==> src/rtl/muldiv_sequencer_if.sv <==
// Request/response bundle between the execute stage and the multiply/divide sequencer.
// Signal names follow the existing pipeline netlist so the unit drops in unchanged.
interface muldiv_sequencer_if #(
  parameter int unsigned WIDTH = 32
);
  logic             iStart;
  logic [2:0]       iOp;
  logic [WIDTH-1:0] iA;
  logic [WIDTH-1:0] iB;
  logic             iRead;
  logic [WIDTH-1:0] oHI;
  logic [WIDTH-1:0] oLO;
  logic             oBusy;
  logic             oStall;
  logic             oDone;
  logic             oDivZero;

  // Pipeline side: issues requests, observes HI/LO and the stall.
  modport master (
    output iStart, iOp, iA, iB, iRead,
    input  oHI, oLO, oBusy, oStall, oDone, oDivZero
  );

  // Sequencer side.
  modport slave (
    input  iStart, iOp, iA, iB, iRead,
    output oHI, oLO, oBusy, oStall, oDone, oDivZero
  );
endinterface

==> src/rtl/muldiv_sequencer.sv <==
// Iterative multiply/divide unit owning the architectural HI/LO pair.
// MULT/MULTU use WIDTH steps of shift-add, DIV/DIVU use WIDTH steps of restoring division,
// both on unsigned magnitudes; a final FIX cycle applies signs and writes HI/LO.
module muldiv_sequencer #(
  parameter int unsigned WIDTH = 32
) (
  input logic            iCLK,
  input logic            iRST,
  muldiv_sequencer_if.slave bus
);

  localparam int unsigned CntW = $clog2(WIDTH);

  localparam logic [1:0] StIdle = 2'd0;
  localparam logic [1:0] StRun  = 2'd1;
  localparam logic [1:0] StFix  = 2'd2;

  localparam logic [2:0] OpMult  = 3'd0;
  localparam logic [2:0] OpMultu = 3'd1;
  localparam logic [2:0] OpDiv   = 3'd2;
  localparam logic [2:0] OpDivu  = 3'd3;
  localparam logic [2:0] OpMthi  = 3'd4;
  localparam logic [2:0] OpMtlo  = 3'd5;

  logic [1:0]         state_q, state_d;
  logic [CntW-1:0]    cnt_q, cnt_d;
  // Upper half: partial product / partial remainder. Lower half: multiplier / dividend-quotient.
  logic [2*WIDTH-1:0] acc_q, acc_d;
  // Multiplicand or divisor magnitude.
  logic [WIDTH-1:0]   opnd_q, opnd_d;
  logic               is_div_q, is_div_d;
  logic               neg_res_q, neg_res_d;
  logic               neg_rem_q, neg_rem_d;
  logic [WIDTH-1:0]   hi_q, hi_d;
  logic [WIDTH-1:0]   lo_q, lo_d;
  logic               done_q, done_d;
  logic               div_zero_q, div_zero_d;

  logic               busy;
  logic               op_arith;
  logic               op_signed;
  logic               op_div;
  logic               a_neg, b_neg;
  logic [WIDTH-1:0]   a_mag, b_mag;

  logic [WIDTH:0]     mul_sum;
  logic [2*WIDTH-1:0] mul_next;
  logic [WIDTH:0]     div_shift;
  logic               div_fits;
  logic [WIDTH:0]     div_rem;
  logic [2*WIDTH-1:0] div_next;

  logic [2*WIDTH-1:0] prod_fix;
  logic [WIDTH-1:0]   quo_fix;
  logic [WIDTH-1:0]   rem_fix;

  // Operand decode and magnitude extraction for the accept edge.
  always_comb begin
    op_arith  = (bus.iOp == OpMult) || (bus.iOp == OpMultu) ||
                (bus.iOp == OpDiv)  || (bus.iOp == OpDivu);
    op_signed = (bus.iOp == OpMult) || (bus.iOp == OpDiv);
    op_div    = (bus.iOp == OpDiv)  || (bus.iOp == OpDivu);
    a_neg     = op_signed && bus.iA[WIDTH-1];
    b_neg     = op_signed && bus.iB[WIDTH-1];
    // Negating the most negative value yields the same bit pattern, read as unsigned 2^(W-1).
    a_mag     = a_neg ? -bus.iA : bus.iA;
    b_mag     = b_neg ? -bus.iB : bus.iB;
  end

  // One iteration step of each algorithm, plus the sign fix-up of the final result.
  always_comb begin
    mul_sum   = {1'b0, acc_q[2*WIDTH-1:WIDTH]} + (acc_q[0] ? {1'b0, opnd_q} : '0);
    mul_next  = {mul_sum, acc_q[WIDTH-1:1]};
    div_shift = {acc_q[2*WIDTH-1:WIDTH], acc_q[WIDTH-1]};
    div_fits  = div_shift >= {1'b0, opnd_q};
    div_rem   = div_fits ? (div_shift - {1'b0, opnd_q}) : div_shift;
    div_next  = {div_rem[WIDTH-1:0], acc_q[WIDTH-2:0], div_fits};
    prod_fix  = neg_res_q ? -acc_q : acc_q;
    quo_fix   = neg_res_q ? -acc_q[WIDTH-1:0] : acc_q[WIDTH-1:0];
    rem_fix   = neg_rem_q ? -acc_q[2*WIDTH-1:WIDTH] : acc_q[2*WIDTH-1:WIDTH];
  end

  // Next-state logic: accept/MT writes in IDLE, iterate in RUN, commit in FIX.
  always_comb begin
    state_d    = state_q;
    cnt_d      = cnt_q;
    acc_d      = acc_q;
    opnd_d     = opnd_q;
    is_div_d   = is_div_q;
    neg_res_d  = neg_res_q;
    neg_rem_d  = neg_rem_q;
    hi_d       = hi_q;
    lo_d       = lo_q;
    done_d     = 1'b0;
    div_zero_d = 1'b0;

    case (state_q)
      StIdle: begin
        if (bus.iStart) begin
          if (op_arith) begin
            if (op_div && (bus.iB == '0)) begin
              // Divide by zero: flag it, leave HI/LO alone, never go busy.
              div_zero_d = 1'b1;
            end else begin
              state_d   = StRun;
              cnt_d     = '0;
              acc_d     = {{WIDTH{1'b0}}, a_mag};
              opnd_d    = b_mag;
              is_div_d  = op_div;
              neg_res_d = a_neg ^ b_neg;
              neg_rem_d = a_neg;
            end
          end else if (bus.iOp == OpMthi) begin
            hi_d = bus.iA;
          end else if (bus.iOp == OpMtlo) begin
            lo_d = bus.iA;
          end
        end
      end
      StRun: begin
        acc_d = is_div_q ? div_next : mul_next;
        if (cnt_q == CntW'(WIDTH - 1)) begin
          state_d = StFix;
        end else begin
          cnt_d = cnt_q + 1'b1;
        end
      end
      StFix: begin
        if (is_div_q) begin
          hi_d = rem_fix;
          lo_d = quo_fix;
        end else begin
          hi_d = prod_fix[2*WIDTH-1:WIDTH];
          lo_d = prod_fix[WIDTH-1:0];
        end
        done_d  = 1'b1;
        state_d = StIdle;
      end
      default: begin
        state_d = StIdle;
      end
    endcase
  end

  // State registers with synchronous active-high reset that aborts any operation.
  always_ff @(posedge iCLK) begin
    if (iRST) begin
      state_q    <= StIdle;
      cnt_q      <= '0;
      acc_q      <= '0;
      opnd_q     <= '0;
      is_div_q   <= 1'b0;
      neg_res_q  <= 1'b0;
      neg_rem_q  <= 1'b0;
      hi_q       <= '0;
      lo_q       <= '0;
      done_q     <= 1'b0;
      div_zero_q <= 1'b0;
    end else begin
      state_q    <= state_d;
      cnt_q      <= cnt_d;
      acc_q      <= acc_d;
      opnd_q     <= opnd_d;
      is_div_q   <= is_div_d;
      neg_res_q  <= neg_res_d;
      neg_rem_q  <= neg_rem_d;
      hi_q       <= hi_d;
      lo_q       <= lo_d;
      done_q     <= done_d;
      div_zero_q <= div_zero_d;
    end
  end

  // Outputs; stall holds back any HI/LO access or new issue while an operation is in flight.
  always_comb begin
    busy         = state_q != StIdle;
    bus.oHI      = hi_q;
    bus.oLO      = lo_q;
    bus.oBusy    = busy;
    bus.oStall   = (bus.iStart || bus.iRead) && busy;
    bus.oDone    = done_q;
    bus.oDivZero = div_zero_q;
  end

endmodule

==> src/flat_wrapper.sv <==
// flat-port wrapper written by rule: the top's interface ports become plain ports
module muldiv_sequencer_flat 
#(
  parameter int unsigned WIDTH = 32
)
  (iCLK, iRST, bus_iStart, bus_iOp, bus_iA, bus_iB, bus_iRead, bus_oHI, bus_oLO, bus_oBusy, bus_oStall, bus_oDone, bus_oDivZero);
  muldiv_sequencer_if #(.WIDTH(WIDTH)) bus_i ();
  input logic iCLK;
  input logic iRST;
  input wire logic [$bits(bus_i.iStart)-1:0] bus_iStart;
  input wire logic [$bits(bus_i.iOp)-1:0] bus_iOp;
  input wire logic [$bits(bus_i.iA)-1:0] bus_iA;
  input wire logic [$bits(bus_i.iB)-1:0] bus_iB;
  input wire logic [$bits(bus_i.iRead)-1:0] bus_iRead;
  output wire logic [$bits(bus_i.oHI)-1:0] bus_oHI;
  output wire logic [$bits(bus_i.oLO)-1:0] bus_oLO;
  output wire logic [$bits(bus_i.oBusy)-1:0] bus_oBusy;
  output wire logic [$bits(bus_i.oStall)-1:0] bus_oStall;
  output wire logic [$bits(bus_i.oDone)-1:0] bus_oDone;
  output wire logic [$bits(bus_i.oDivZero)-1:0] bus_oDivZero;
  assign bus_i.iStart = bus_iStart;
  assign bus_i.iOp = bus_iOp;
  assign bus_i.iA = bus_iA;
  assign bus_i.iB = bus_iB;
  assign bus_i.iRead = bus_iRead;
  assign bus_oHI = bus_i.oHI;
  assign bus_oLO = bus_i.oLO;
  assign bus_oBusy = bus_i.oBusy;
  assign bus_oStall = bus_i.oStall;
  assign bus_oDone = bus_i.oDone;
  assign bus_oDivZero = bus_i.oDivZero;
  muldiv_sequencer #(.WIDTH(WIDTH)) u_core (.iCLK(iCLK), .iRST(iRST), .bus(bus_i));
endmodule
==> config.mk <==
export PLATFORM = sky130hd
export DESIGN_NAME = muldiv_sequencer_flat
export DESIGN_NICKNAME = d
export VERILOG_FILES = /design/src/rtl/muldiv_sequencer_if.sv /design/src/rtl/muldiv_sequencer.sv /design/src/flat_wrapper.sv
export SDC_FILE = /design/constraint.sdc
export NUM_CORES = 1
export LEC_CHECK = 0
export BUFFER_PORTS_ARGS = -buffer_cell sky130_fd_sc_hd__buf_4
export CORE_ASPECT_RATIO = 0.7
export CORE_MARGIN = 3
export CORE_UTILIZATION = 56
export DETAILED_ROUTE_END_ITERATION = 8
export PLACE_DENSITY = 0.76
export SYNTH_ARGS = -nofsm -noshare
export SYNTH_HDL_FRONTEND = slang
export SYNTH_SLANG_ARGS = --single-unit
export TNS_END_PERCENT = 100
==> constraint.sdc <==
create_clock -name iCLK -period 4.55 [get_ports iCLK]
set_clock_uncertainty 0.05 [all_clocks]
set_input_delay 0.455 -clock iCLK [delete_from_list [all_inputs] [get_ports iCLK]]
set_output_delay 0.455 -clock iCLK [all_outputs]
set_load 0.01 [all_outputs]
==> results.txt <==
----------------------------------------------------
[Clock network]
  Clock sink count ... 172
  Htree depth ... 4
  Post_cts resized ... 0
  Clock tree from TritonCTS ... done
  Hold Buf Count CTS ... 0
  Largest buffer count on any clock path ... 2
  Setup fix buffers added after clock tree synthesis ... 0
  Clock transition time at the flip-flop clock pins of the worst setup and hold paths ... 80 ps
  Clock tree root buffer cell ... sky130_fd_sc_hd__clkbuf_16
  Number of buffers created by CTS ... 17
  Clock network latency to the later pin of the worst-skew pair ... 450 ps

[Flow run]
  Max-cap viol count ... 0

[Finish]
  Leading cell type in the layout, fill and taps excluded ... sky130_fd_sc_hd__nor2_1
  Final net count ... 2054
  Signed area change from the synthesized netlist to the final layout ... 13.4%
  Fraction of final layout cells sized beyond drive strength 1 ... 0.124
  Total area of multi-input combinational cells ... 0.00972 mm2
  Sequential cell area ... 0.00344 mm2
  Fin util ... 0.656
  Filler cell count ... 2107
  Commonest non-fill, non-tap cells in the layout ... sky130_fd_sc_hd__nor2_1, sky130_fd_sc_hd__buf_4, sky130_fd_sc_hd__dfxtp_1
  # diodes ... 0

[Timing]
  Max-slew violation count ... 0
  Total Neg Setup Slack ... 0 ps
  Transition at the pin with the smallest max-transition slack ... 1200 ps
  Minimum clock period ... 4010 ps
  Final clock period utilization by the worst path ... 0.882
  Unrepaired setup endpoints after global routing ... false
  Worst relative slew slack ... 0.199
  Fmax ... 249 MHz
  Endpoints failing hold ... 0
  Final setup violation count ... 0

[Power and ir drop]
  Max VDD drop ... 0.000339 V
  Leakage power ... 0.00634 uW
  Power density normalized to cell area ... 276 mW/mm2

[Synthesis]
  Most used flip-flop cell after synthesis ... sky130_fd_sc_hd__dfxtp_1
  Cell accounting for the most synthesized area ... sky130_fd_sc_hd__dfxtp_1
  Number of different library cells in the post-synthesis netlist ... 78
  Top cells by area in the synthesized netlist ... sky130_fd_sc_hd__dfxtp_1, sky130_fd_sc_hd__nor2_1, sky130_fd_sc_hd__xnor2_1
  Post-synth ARST share ... 0
  Synth top area share ... 0.248
  #FFs+latches synth ... 172
  Sequential element share of the synthesized area ... 0.248
  Netlist area before placement ... 0.0139 mm2
  Number of flops mapped to enable cells by yosys ... 0
  Synth Net Count ... 1988
  Post-Syn Instances ... 1845
  YS warnings ... 0
  Mean Syn Cell Area ... 7.53 um2

[Outcome]
  Status ... finished clean

[Detailed routing]
  Detail Route met2 WL ... 18200 um
  Routed wire length ... 48200 um
  Drc violations ... 0
  Wl on met1 ... 23300 um
  Vias ... 14400
  Remaining antenna violation count ... 0
  Via/cell ratio ... 6.44
  Mean routed wirelength per cell ... 21.5 um
  Top layer in use ... met4
  Routed length on met3 ... 6240 um
  DRT iter0 DRCs ... 1955
  Initial DRT Pass Iterations ... 6

[Die]
  Placement row count ... 47
  Area of the die ... 0.0268 mm2
  Vertical die dimension ... 138 um
  Count of pins on the block boundary ... 139
  Standard cell core area ... 0.0240 mm2
  Initial standard-cell utilization of the core ... 0.579
  Die span in x ... 194 um

[Global routing]
  Via count of the first global-routing pass ... 13000
  Initial antenna violation count ... 0
  Largest net degree at the start of global routing ... 94
  Global-route wire length before repair ... 74600 um
  GR Util All Layers ... 0.350
  Total overflow reported by the global router ... 0

[Worst setup path]
  Critical setup path kind ... flop to flop
  Critical path data required time ... 4830 ps
  Critical path capture point type ... flop
  Worst-case reg-to-reg path depth ... 11
  Data arrival time of the critical path ... 4300 ps
  Worst R2R Start ... u_core.acc_q[46]
  Startpoint class of the critical path ... flop
  Slack of the worst reg-to-reg path ... 540 ps
  Worst flop-to-flop path endpoint ... u_core.acc_q[49]
  Crit path to ... u_core.acc_q[49]
  Critical Path Start ... u_core.acc_q[46]
  Worst-path maximum fanout ... 23

[Placement]
  Placed wire-length estimate after detailed placement ... 35800 um
  Number of I/O port buffers ... 138
  Final weighted congestion of routability-driven global placement ... 0.954

[Hold path]
  Worst min-delay path class ... input pin to flop

----------------------------------------------------
==> per-layer routing <==
metal	GRT usage	vias up
met1	0.548	6780
li1	-	6791
met3	0.115	45
met4	0.0642	0
met5	0	-
met2	0.457	833
==> report_power, final <==
part	switching (uW)	internal, uW
clock network	719	849
registers	84.5	1570
logic	696	433
==> cells in the mapped netlist, drive strengths merged, types with 60 or more instances <==
library cell and n:
ha 70, clkbuf 95, nand2 125, nor2 286, a211oi 116, xnor2 109, a21oi 134, mux2i 84
dfxtp 172, xor2 60, inv 67, o21ai 108
==> final cells by class <==
| class | count | area share |
|---|---|---|
| Multi-Input combinational cell | 1479 | 0.618 |
| Sequential cell | 172 | 0.219 |
| Timing Repair Buffer | 172 | 0.0828 |
| Clock buffer | 18 | 0.0279 |
| Tap cell | 318 | 0.0253 |
| Inverter | 69 | 0.0165 |
| Clock inverter | 14 | 0.0111 |
==> per-stage QoR <==
step	power (uW)	hold slack (ps)	std cells	instance area, um2	setup WS [ps]
finish	4350	221	2242	15700	536
global route	4500	235	2242	15700	352
CTS	4320	211	2242	15700	613
detailed placement	2770	413	2210	15100	623
global placement	2750	414	2210	15100	793
floorplan	2410	396	1845	13900	1390
==> registers in the layout (all words and copies together) (netlist names) <==
signal and count:
u_core.bus.oDone 1, u_core.bus.oDivZero 1, u_core.cnt_q 5, u_core.neg_rem_q 1, u_core.opnd_q 32, u_core.bus.oLO 32, u_core.is_div_q 1, u_core.bus.oHI 32
u_core.neg_res_q 1, u_core.acc_q 64, u_core.state_q 2
==> worst max-delay path: stages (launching register included) <==
cell and delay, ps:
sky130_fd_sc_hd__dfxtp_1 450, sky130_fd_sc_hd__ha_1 510, sky130_fd_sc_hd__and3_1 310, sky130_fd_sc_hd__nand4_1 120, sky130_fd_sc_hd__a21oi_1 140, sky130_fd_sc_hd__a41oi_1 120
sky130_fd_sc_hd__a21bo_2 320, sky130_fd_sc_hd__o311ai_4 970, sky130_fd_sc_hd__buf_4 350, sky130_fd_sc_hd__mux2i_1 220, sky130_fd_sc_hd__nor2_1 60, sky130_fd_sc_hd__a221o_1 270
==> worst min-delay path by stage <==
stage	start	slack, ps	depth (start not counted)	endpoint
final	bus_iOp[1]	220	3	u_core.is_div_q
after global placement	u_core.bus.oHI[0]	410	2	u_core.bus.oHI[0]
after floorplan	u_core.opnd_q[31]	400	2	u_core.opnd_q[31]
after detailed placement	u_core.bus.oHI[0]	410	2	u_core.bus.oHI[0]
after global routing	bus_iOp[1]	240	3	u_core.is_div_q
after CTS	bus_iOp[1]	210	3	u_core.is_div_q
==> kinds of logic after synthesis <==
kind of cell    share of synthesized area
buf+inv                            0.0560
xor+xnor                            0.107
simple gates                        0.199
flops                               0.248
fa+ha+maj                          0.0660
compound gates                      0.263
mux                                0.0614
No activity file was read; power rests on OpenSTA's default activity.
